File: src/rtl/md_mdp_parser_if.sv
// Byte-stream and request bus between the line receiver, the master message
// parser and the slave data packet controller.
interface md_mdp_parser_if;
  logic [7:0] rx_d;
  logic       rx_rdy;
  logic       rx_frame_err;
  logic       sd_s_req;
  logic       sd_d_req;
  logic       rx_err;
  logic [7:0] pl_d;
  logic       pl_rdy;
  logic       busy;

  // Line-receiver side: drives bytes, observes parser results.
  modport master (
    output rx_d, rx_rdy, rx_frame_err,
    input  sd_s_req, sd_d_req, rx_err, pl_d, pl_rdy, busy
  );

  // Parser side.
  modport slave (
    input  rx_d, rx_rdy, rx_frame_err,
    output sd_s_req, sd_d_req, rx_err, pl_d, pl_rdy, busy
  );
endinterface

File: src/rtl/md_mdp_parser.sv
// Receive-side master message parser: validates marker / command / length /
// payload / checksum frames, forwards payload bytes and issues one request
// pulse per frame with a matching error level.
module md_mdp_parser #(
  parameter logic [7:0]  MARKER_MASTER  = 8'hA5,
  parameter logic [7:0]  CMD_SERVICE    = 8'h01,
  parameter logic [7:0]  CMD_DATA       = 8'h02,
  parameter int unsigned MAX_PL_LEN     = 1024,
  parameter int unsigned TIMEOUT_CYCLES = 5000
) (
  input logic            clk,
  input logic            n_rst,
  md_mdp_parser_if.slave bus
);

  typedef enum logic [2:0] {
    StIdle, StCmd, StN1, StN2, StPayload, StCsum, StSkip
  } state_e;

  state_e      state_q;
  logic [15:0] gap_q;
  logic [7:0]  sum_q;
  logic [7:0]  len_hi_q;
  logic [10:0] len_q;
  logic [10:0] pl_cnt_q;
  logic        cmd_data_q;
  logic [7:0]  pl_d_q;
  logic        pl_rdy_q;
  logic        s_req_q;
  logic        d_req_q;
  logic        rx_err_q;

  logic        byte_ev;
  logic        gap_exp;
  logic [15:0] len_w;
  logic [7:0]  sum_nx;

  // A frame error on the same strobe discards the byte.
  assign byte_ev = bus.rx_rdy & ~bus.rx_frame_err;
  assign gap_exp = (gap_q == 16'(TIMEOUT_CYCLES - 1));
  assign len_w   = {len_hi_q, bus.rx_d};
  assign sum_nx  = sum_q + bus.rx_d;

  // Frame FSM with gap timer, running checksum and registered outputs.
  always_ff @(posedge clk or negedge n_rst) begin
    if (!n_rst) begin
      state_q    <= StIdle;
      gap_q      <= '0;
      sum_q      <= '0;
      len_hi_q   <= '0;
      len_q      <= '0;
      pl_cnt_q   <= '0;
      cmd_data_q <= 1'b0;
      pl_d_q     <= '0;
      pl_rdy_q   <= 1'b0;
      s_req_q    <= 1'b0;
      d_req_q    <= 1'b0;
      rx_err_q   <= 1'b0;
    end else begin
      pl_rdy_q <= 1'b0;
      s_req_q  <= 1'b0;
      d_req_q  <= 1'b0;
      case (state_q)
        StIdle: begin
          gap_q <= '0;
          if (byte_ev && bus.rx_d == MARKER_MASTER) begin
            state_q <= StCmd;
            sum_q   <= '0;
          end
        end
        StSkip: begin
          // Every byte, marker included, keeps the discard window open.
          if (byte_ev) begin
            gap_q <= '0;
          end else if (gap_exp) begin
            state_q  <= StIdle;
            gap_q    <= '0;
            s_req_q  <= 1'b1;
            rx_err_q <= 1'b1;
          end else begin
            gap_q <= gap_q + 16'd1;
          end
        end
        default: begin
          if (bus.rx_frame_err || (!byte_ev && gap_exp)) begin
            state_q <= StSkip;
            gap_q   <= '0;
          end else if (!byte_ev) begin
            gap_q <= gap_q + 16'd1;
          end else begin
            gap_q <= '0;
            case (state_q)
              StCmd: begin
                if (bus.rx_d == CMD_SERVICE || bus.rx_d == CMD_DATA) begin
                  cmd_data_q <= (bus.rx_d == CMD_DATA);
                  sum_q      <= sum_nx;
                  state_q    <= StN1;
                end else begin
                  state_q <= StSkip;
                end
              end
              StN1: begin
                len_hi_q <= bus.rx_d;
                sum_q    <= sum_nx;
                state_q  <= StN2;
              end
              StN2: begin
                sum_q    <= sum_nx;
                len_q    <= len_w[10:0];
                pl_cnt_q <= '0;
                if (len_w > 16'(MAX_PL_LEN)) begin
                  state_q <= StSkip;
                end else if (len_w == 16'd0) begin
                  state_q <= StCsum;
                end else begin
                  state_q <= StPayload;
                end
              end
              StPayload: begin
                pl_d_q   <= bus.rx_d;
                pl_rdy_q <= 1'b1;
                sum_q    <= sum_nx;
                if (pl_cnt_q == len_q - 11'd1) begin
                  state_q <= StCsum;
                end else begin
                  pl_cnt_q <= pl_cnt_q + 11'd1;
                end
              end
              StCsum: begin
                state_q  <= StIdle;
                rx_err_q <= (bus.rx_d != sum_q);
                if (bus.rx_d == sum_q && cmd_data_q) begin
                  d_req_q <= 1'b1;
                end else begin
                  s_req_q <= 1'b1;
                end
              end
              default: ;
            endcase
          end
        end
      endcase
    end
  end

  assign bus.sd_s_req = s_req_q;
  assign bus.sd_d_req = d_req_q;
  assign bus.rx_err   = rx_err_q;
  assign bus.pl_d     = pl_d_q;
  assign bus.pl_rdy   = pl_rdy_q;
  assign bus.busy     = (state_q != StIdle);

endmodule

File: src/flat_wrapper.sv
// flat-port wrapper written by rule: the top's interface ports become plain ports
module md_mdp_parser_flat 
#(
  parameter logic [7:0]  MARKER_MASTER  = 8'hA5,
  parameter logic [7:0]  CMD_SERVICE    = 8'h01,
  parameter logic [7:0]  CMD_DATA       = 8'h02,
  parameter int unsigned MAX_PL_LEN     = 1024,
  parameter int unsigned TIMEOUT_CYCLES = 5000
)
  (clk, n_rst, bus_rx_d, bus_rx_rdy, bus_rx_frame_err, bus_sd_s_req, bus_sd_d_req, bus_rx_err, bus_pl_d, bus_pl_rdy, bus_busy);
  md_mdp_parser_if bus_i ();
  input logic clk;
  input logic n_rst;
  input wire logic [$bits(bus_i.rx_d)-1:0] bus_rx_d;
  input wire logic [$bits(bus_i.rx_rdy)-1:0] bus_rx_rdy;
  input wire logic [$bits(bus_i.rx_frame_err)-1:0] bus_rx_frame_err;
  output wire logic [$bits(bus_i.sd_s_req)-1:0] bus_sd_s_req;
  output wire logic [$bits(bus_i.sd_d_req)-1:0] bus_sd_d_req;
  output wire logic [$bits(bus_i.rx_err)-1:0] bus_rx_err;
  output wire logic [$bits(bus_i.pl_d)-1:0] bus_pl_d;
  output wire logic [$bits(bus_i.pl_rdy)-1:0] bus_pl_rdy;
  output wire logic [$bits(bus_i.busy)-1:0] bus_busy;
  assign bus_i.rx_d = bus_rx_d;
  assign bus_i.rx_rdy = bus_rx_rdy;
  assign bus_i.rx_frame_err = bus_rx_frame_err;
  assign bus_sd_s_req = bus_i.sd_s_req;
  assign bus_sd_d_req = bus_i.sd_d_req;
  assign bus_rx_err = bus_i.rx_err;
  assign bus_pl_d = bus_i.pl_d;
  assign bus_pl_rdy = bus_i.pl_rdy;
  assign bus_busy = bus_i.busy;
  md_mdp_parser #(.MARKER_MASTER(MARKER_MASTER), .CMD_SERVICE(CMD_SERVICE), .CMD_DATA(CMD_DATA), .MAX_PL_LEN(MAX_PL_LEN), .TIMEOUT_CYCLES(TIMEOUT_CYCLES)) u_core (.clk(clk), .n_rst(n_rst), .bus(bus_i));
endmodule
File: config.mk
export PLATFORM = sky130hd
export DESIGN_NAME = md_mdp_parser_flat
export DESIGN_NICKNAME = d
export VERILOG_FILES = /design/src/rtl/md_mdp_parser_if.sv /design/src/rtl/md_mdp_parser.sv /design/src/flat_wrapper.sv
export SDC_FILE = /design/constraint.sdc
export NUM_CORES = 1
export LEC_CHECK = 0
export CORE_UTILIZATION = 30
export DETAILED_ROUTE_END_ITERATION = 7
export DONT_BUFFER_PORTS = 1
export GPL_TIMING_DRIVEN = 1
export SYNTH_ARGS = -nofsm -noshare
export SYNTH_HDL_FRONTEND = slang
export SYNTH_SLANG_ARGS = --single-unit
File: constraint.sdc
create_clock -name clk -period 6.6 [get_ports clk]
set_input_delay 1.32 -clock clk [delete_from_list [all_inputs] [get_ports clk]]
set_output_delay 1.32 -clock clk [all_outputs]
set_load 0.02 [all_outputs]
After elaboration in Yosys (flattened, before gate mapping):

Cells that the tools add are included.

* bits in registers: 70
* bits in latches: 0
* bits in writable memories: 0
* bits in read-only memories: 0
* bits of input ports: 12
* logic and storage cells: 116
* memories kept: 0

* $add $sub $neg: 4
* multiply operators: 0
* div/mod/pow operators: 0
* order comparisons: 1
* eq/ne operators: 21
* shifts and indexed selects: 0
* mux-type cells: 46
* bitwise logic cells: 6
* reductions and logical operators: 26

Operators with widths (count)
* $mux W16: 4
* $mux W8: 4
* $pmux W16 S2: 1
* $pmux W8 S2: 2
* $mux W3: 8
* $pmux W11 S2: 1
* $mux W1: 21
* $reduce_and A6 Y1: 3
* $add A16 B1 Y16 const B: 1
* $eq A16 B13 Y1 const B: 1
* $gt A16 B11 Y1 const B: 1
* $logic_not A16 Y1: 1
* $pmux W3 S5: 1
* $reduce_and A4 Y1: 3
* $add A11 B1 Y11 const B: 1
* $eq A11 B11 Y1: 1
* $mux W11: 1
* $sub A11 B1 Y11 const B: 1
* $reduce_and A5 Y1: 2
* $eq A3 B3 Y1 const B: 3
* $add A8 B8 Y8: 1
* $eq A8 B1 Y1 const B: 1
* $eq A8 B2 Y1 const B: 1
* $eq A8 B8 Y1: 1
* other kinds (22): 39

Longest topological paths before layout:

Gate-level depths: netlist (run 1).

* depth in word-level cells: 7
* mapped depth: 10
* mapped depth without buffers: 10

Worst setup path before layout (run 1):

Ideal clock, no wire load.

* kind: input to register
* start: in bus_rx_d[1]
* end: reg u_core.sum_q[7]
* arrival: 2.963 ns
* data required time: 6.476 ns
* path slack: 3.514 ns
* stages: 8
* path buffers: 0
* path through: ha_1 > a21o_1 > a21oi_1 > o21bai_1 > a2111o_1 > a21o_1 > a31o_2 > o31a_1

* cells in the longest elaborated chain, start to end: 6

Ends and longest elaborated chain
* start, declared: line flat_wrapper.sv:14 `input wire logic [$bits(bus_i.rx_d)-1:0] bus_rx_d;`
* $add A8 B8 Y8: line md_mdp_parser.sv:42 `assign sum_nx = sum_q + bus.rx_d;`
* $mux W8: line md_mdp_parser.sv:94 `if (bus.rx_d == CMD_SERVICE || bus.rx_d == CMD_DATA) begin`
* $pmux W8 S2: line md_mdp_parser.sv:92 `case (state_q)`
* $mux W8: line md_mdp_parser.sv:88 `end else if (!byte_ev) begin`
* $mux W8: line md_mdp_parser.sv:85 `if (bus.rx_frame_err || (!byte_ev && gap_exp)) begin`
* $pmux W8 S2: line md_mdp_parser.sv:63 `case (state_q)`
* end signal, assigned: line md_mdp_parser.sv:96 `sum_q <= sum_nx;`
* end signal, assigned: line md_mdp_parser.sv:104 `sum_q <= sum_nx;`
* end signal, assigned: line md_mdp_parser.sv:108 `sum_q <= sum_nx;`
* end, declared: line md_mdp_parser.sv:22 `logic [7:0] sum_q;`

Several ways; a longest one is shown, not always the timed one. The select of a mux whose other input is x is not followed.
A chain may end at the register's enable or synchronous reset.

Worst setup path in the final report (run 1):

* start: reg u_core.state_q[1]
* end: out bus_busy

* cells in the longest elaborated chain, start to end: 1

Ends and longest elaborated chain
* start, declared: line md_mdp_parser.sv:20 `state_e state_q;`
* start signal, assigned: line md_mdp_parser.sv:47 `state_q <= StIdle;`
* start signal, assigned: line md_mdp_parser.sv:67 `state_q <= StCmd;`
* start signal, assigned: line md_mdp_parser.sv:76 `state_q <= StIdle;`
* $reduce_bool A3 Y1: line md_mdp_parser.sv:151 `assign bus.busy = (state_q != StIdle);`
* end, declared: line flat_wrapper.sv:22 `output wire logic [$bits(bus_i.busy)-1:0] bus_busy;`

Every way passes these cells.

==> impl_metrics.tcl, run 1 <==
set metrics [dict create \
    route.detailed.drc 0 \
    numCtsBuffers 9 \
    synth_fa_ha_area_share_pct 3.580 \
    finalCritPeriodShare_pct 44.18 \
    fmaxAchievable_mhz 343.0 \
    pre_cts_ws_ps 3421 \
    drive_gt1_share_pct 8.817 \
    numPortBuffers 0 \
    netlist_area_um2 4054 \
    cp_cell_sequence "or2_2, nor2_1, inv_2" \
    finalSetupTns_ps 0 \
    dpl.cell_count 625 \
    netlist_instances 461 \
    routed_wl_um 9368 \
    p_per_area_nw_per_um2 416.2 \
    totalPowerFinal_mw 1.902 \
    yosysTopAreaCellShare_pct 43.21 \
    layout-area-overhead-vs-synth_pct 12.72 \
    crit_slowest_cell "dfrtp_1" \
    cp-start-kind "flop" \
    die_w_um 118.2 \
    instances_no_fill 641 \
    rows 42 \
    yosysTopAreaCell "dfrtp_1" \
    hp-class "reg -> reg" \
    gp_congestion 0.8633 \
    max_stage_delay_ps 550 \
    clock_skew_ps 6.467 \
    cts-hold-fix-buffers 0 \
    synth_top_family_by_area "simple AND/OR/NAND/NOR gates" \
    grt_overflow 0 \
    wl_per_cell_um 14.61 \
    die_h_um 118.2 \
    endpoint_kind "output port" \
    synth-xor-area-share_pct 6.698 \
    r2r-start "u_core.len_q[0]$_DFFE_PN0P_" \
    first_pass_iters 5 \
    antenna_found_initial 0 \
    synth_cell_types 57 \
    via_count 3347 \
    synthFlopType "dfrtp_1" \
    via_per_inst 5.222 \
    synthMuxAreaShare_pct 3.889 \
    ios 25 \
    fin_hold_ws_ps 492.0 \
    clk_latency_ps 330 \
    first_global_vias 3134 \
    worstSetupStartpoint "u_core.state_q[1]$_DFFE_PN0P_" \
    final_common_cell "nand2_1" \
    rsz0062_at_grt "no" \
    outcome "finished clean" \
    track_usage_pct 13.84 \
    core_region_area_um2 13190 \
    clockBufferDepth 2 \
    slew_headroom_pct 47.67 \
    grt_max_degree 71 \
    insertedDiodeCount 0 \
    cap_violations 0 \
    yosysWarnings 0 \
    path_clk_slew_ps 60 \
    worst_pin_slew_ps 784.9 \
    crit_fanout 17 \
    cp_data_required_time_ps 5280 \
    min_period_ps 2916 \
    final_cell_mix "nand2_1 (88), dfrtp_1 (70), nor2_1 (37), o21ai_0 (30), a21oi_1 (21)" \
    antenna_left 0 \
    htreeDepth 3 \
    ys_async_sr_fraction_pct 100.0 \
    yosys.area_share.simple_pct 24.94 \
    yosys-top-cells-area "dfrtp_1 (43%), nand2_1 (8.1%), o21ai_0 (3.7%)" \
    drt_iter0_markers 148 \
    final.setup.worst_slack_ps 3684 \
    r2r_slack_ps 3770 \
    leakagePower_nw 1.975 \
    grt_pass1_wl_um 15590 \
    cts_tree "yes" \
    hold_violations 0 \
    worstPathArrival_ps 1600 \
    hp-start "u_core.sum_q[2]$_DFFE_PN0P_" \
    clock-sinks 70 \
    nets 483 \
    yosysSeqAreaShare_pct 43.21 \
    post_cts_buffers 0 \
    synth_edf_count 0 \
    synth-seq-cells 70 \
    dieArea_um2 13980 \
    peakVddDrop_uv 179.7 \
    fillerInstances 1365 \
    drv_slew 0 \
    hpwl_um 6717 \
    syn_nets 484 \
    syn_area_per_cell_um2 8.794 \
    critPathKind "reg -> out" \
    synth_compound_area_share_pct 14.51 \
    root_buffer "clkbuf_16" \
    cts_resized 0 \
    start_util_pct 30.73 \
    setup_viol 0 \
]
## Yosys cell counts, drive strengths merged, types with 2 or more instances
cell,number
nor2,37
clkbuf,12
nand4b,2
xor2,17
a21boi,2
or3,9
o31ai,3
and4,2
a21o,5
nor3,15
mux2,6
nand4,10
o211ai,3
nand2,88
nor4,7
o21bai,4
a211oi,3
nor2b,3
a21oi,21
nand2b,3
o21a,3
dfrtp,70
or2,9
a2111o,2
xnor2,14
and3,3
nor4b,3
mux2i,9
ha,10
nand3,15
and2,2
inv,20
o21ai,30
## critical path: cells and delay by family (launching register included)
family	cells	cell delay, ps
AND/OR/NAND/NOR	2	600
flip-flops	1	550
buffers and inverters	1	120
## where the power goes
group	switching (mW)	leakage, nW	internal [mW]
logic	0.359	0.907	0.265
registers	0.187	0.909	0.551
clock network	0.196	0.159	0.344
## worst paths after layout
check | endpoint | cells after the start
max in group asynchronous | u_core.pl_cnt_q[0]$_DFFE_PN0P_ | 0
worst min register to register | u_core.sum_q[2]$_DFFE_PN0P_ | 2
min in group asynchronous | u_core.sum_q[7]$_DFFE_PN0P_ | 0
worst max register to register | u_core.pl_cnt_q[3]$_DFFE_PN0P_ | 9
worst max-delay path | bus_busy | 3
worst min-delay path | u_core.sum_q[2]$_DFFE_PN0P_ | 2
## sequential cells by signal, summed over array words and instances, names as in the netlist
register and count:
u_core.gap_q 16, u_core.pl_cnt_q 11, u_core.len_hi_q 8, u_core.bus.pl_d 8, u_core.bus.sd_d_req 1, u_core.bus.sd_s_req 1, u_core.bus.pl_rdy 1, u_core.bus.rx_err 1
u_core.sum_q 8, u_core.len_q 11, u_core.state_q 3, u_core.cmd_data_q 1
## layer usage
layer | track usage [%] | up-vias | wire (µm)
li1 | - | 1619 | -
met1 | 19.20 | 1636 | 4376
met2 | 21.51 | 80 | 4387
met3 | 3.089 | 12 | 498
met4 | 4.006 | 0 | 106
met5 | 0 | - | 0
## kinds of logic after synthesis
logic type | count (synthesis)
muxes | 15
adders and majority gates | 11
xor gates and xnor gates | 31
AOI/OAI and AO/OA | 90
and+or+nand+nor | 210
DFF | 70
buffers and inverters | 34
## through the flow
| step | cell area [µm²] | util (%) |
|---|---|---|
| floorplan | 4054 | - |
| global placement | 4237 | 32.12 |
| detailed placement | 4237 | 32.12 |
| CTS | 4569 | 34.64 |
| global route | 4569 | 34.64 |
| finish | 4569 | 34.64 |
## cell type report
| cell class | count | area [µm²] | share of cell area [%] |
|---|---|---|---|
| Clock inverter | 6 | 93.84 | 2.054 |
| Clock buffer | 10 | 239.0 | 5.230 |
| Timing Repair Buffer | 1 | 7.507 | 0.1643 |
| Sequential cell | 70 | 1752 | 38.34 |
| Tap cell | 176 | 220.2 | 4.819 |
| Multi-Input combinational cell | 357 | 2178 | 47.67 |
| Inverter | 21 | 78.83 | 1.725 |
(Power assumes the default switching activity.)
==> run 2: changes to the inputs <==
==> constraint.sdc (replaced) <==
create_clock -name clk -period 2.41 [get_ports clk]
set_input_delay 0.482 -clock clk [delete_from_list [all_inputs] [get_ports clk]]
set_output_delay 0.482 -clock clk [all_outputs]
set_load 0.02 [all_outputs]
==> run 2 against run 1 <==
Sequential power grew to 2.6 times the previous value. Critical path depth grew 5. Setup slack lost 3600 ps.
==> impl_metrics.tcl, run 2 (synthesis results as in run 1) <==
set metrics [dict create \
    drive_gt1_share_pct 14.88 \
    final_common_cell "nand2_1" \
    final_cell_mix "nand2_1 (88), dfrtp_1 (69), nor2_1 (37), o21ai_0 (30)" \
    dpl.cell_count 643 \
    via_per_inst 5.074 \
    p_per_area_nw_per_um2 1107 \
    setup_viol 0 \
    cp-start-kind "flop" \
    die_h_um 118.2 \
    endpoint_kind "flop" \
    clock_skew_ps 11.43 \
    rsz0062_at_grt "yes" \
    cap_violations 0 \
    gp_congestion 0.8764 \
    numPortBuffers 0 \
    cts_tree "yes" \
    outcome "finished clean" \
    die_w_um 118.2 \
    antenna_left 0 \
    route.detailed.drc 0 \
    cp_data_required_time_ps 2630 \
    first_pass_iters 4 \
    drt_iter0_markers 143 \
    grt_overflow 0 \
    grt_max_degree 71 \
    fmaxAchievable_mhz 432.0 \
    peakVddDrop_uv 485.1 \
    wl_met1_um 4581 \
    wl_met2_um 4580 \
    htreeDepth 3 \
    rows 42 \
    antenna_found_initial 0 \
    clk_latency_ps 340 \
    drv_slew 0 \
    worstPathArrival_ps 2530 \
    hold_violations 0 \
    crit_fanout 9 \
    grt_pass1_wl_um 16180 \
    path_clk_slew_ps 60 \
    insertedDiodeCount 0 \
    min_period_ps 2315 \
    largest_register_ff_count 16 \
    slew_headroom_pct 54.61 \
    track_usage_pct 14.34 \
    regMostFlops "u_core.gap_q" \
    finalInstanceArea_um2 4780 \
    nets 502 \
    dieArea_um2 13980 \
    route.met3.wl_um 346 \
    numCtsBuffers 9 \
    ios 25 \
    wl_per_cell_um 14.60 \
    hpwl_um 7013 \
    core_region_area_um2 13190 \
    worst_pin_slew_ps 677.1 \
    first_global_vias 3247 \
    clockBufferDepth 2 \
    critPathKind "reg -> reg" \
    root_buffer "clkbuf_16" \
    reg.largest.list "u_core.gap_q: 16 flops, u_core.len_q: 11 flops, u_core.pl_cnt_q: 11 flops" \
    routed_wl_um 9633 \
    top_layer "met4" \
    finalCritPeriodShare_pct 96.06 \
    instances_no_fill 660 \
    hp-class "in -> async" \
    clock-sinks 70 \
    dpl-instance-area_um2 4372 \
    layout-area-overhead-vs-synth_pct 17.90 \
    via_count 3349 \
    start_util_pct 30.73 \
    leakagePower_nw 2.075 \
]
## run 2: cell count changes in the layout (fill, tap and decap cells not counted), sizes merged
cell,delta
clkinv,+1
bufinv,-2
inv,+1
buf,+19
## run 2: power breakdown
| part | internal (mW) | switching (mW) |
|---|---|---|
| logic | 0.914 | 1.17 |
| registers | 1.51 | 0.440 |
| clock network | 0.729 | 0.526 |
| total | 3.16 | 2.13 |
## run 2: worst max-delay path, cell delays in order, from the launching register on
cell	delay [ps]
dfrtp_1	380
buf_4	140
or2_2	350
or3_1	370
a21oi_2	180
o211ai_1	140
nor3_4	350
nor3_1	140
mux2i_1	140
## run 2: area by class of cell
cell class                      instances  area, µm²
Inverter                               21      78.83
Sequential cell                        70       1753
Timing Repair Buffer                   20      170.2
Fill cell                            1312       8411
Multi-Input combinational cell        357       2275
Clock inverter                          6      43.79
Clock buffer                           10      239.0
Tap cell                              176      220.2
## run 2: final timing paths
path | end | start | slack, ps | cells past startpoint
max in group asynchronous | u_core.len_q[2]$_DFFE_PN0P_ | n_rst | 2070 | 1
worst max-delay path | u_core.pl_cnt_q[9]$_DFFE_PN0P_ | u_core.len_q[1]$_DFFE_PN0P_ | 90 | 8
min in group clk | u_core.bus.pl_d[3]$_DFFE_PN0P_ | bus_rx_d[3] | 250 | 2
worst max register to register | u_core.pl_cnt_q[9]$_DFFE_PN0P_ | u_core.len_q[1]$_DFFE_PN0P_ | 90 | 8
worst min register to register | u_core.sum_q[2]$_DFFE_PN0P_ | u_core.sum_q[2]$_DFFE_PN0P_ | 480 | 2
worst min-delay path | u_core.pl_cnt_q[2]$_DFFE_PN0P_ | n_rst | 20 | 1
## run 2: routing by layer
metal,vias to the layer above,GRT usage (%)
li1,1656,-
met1,1632,19.16
met2,48,23.49
met3,13,3.041
met4,0,3.686
met5,-,0
## run 2: per-stage QoR
step / util (%) / TNS [ps] / total power [mW] / setup slack [ps] / hold slack (ps)
2_1_floorplan: - / 0 / 3.319 / 68.34 / 186.4
3_3_place_gp: 33.14 / 0 / 3.817 / 75.13 / 188.2
3_5_place_dp: 33.14 / 0 / 3.873 / 25.64 / 188.1
4_1_cts: 35.50 / 0 / 5.178 / 10.90 / 46.36
5_1_grt: 36.24 / -30.19 / 5.654 / -15.70 / 52.70
6_report: 36.24 / 0 / 5.291 / 94.98 / 24.67
## run 2: what timing repair did
action	CTS	global route
setup buffers	0	0
hold buffers	1	0
hold endpoints to repair	70	0
gates resized for setup	0	16
endpoints found under the setup margin	0	12
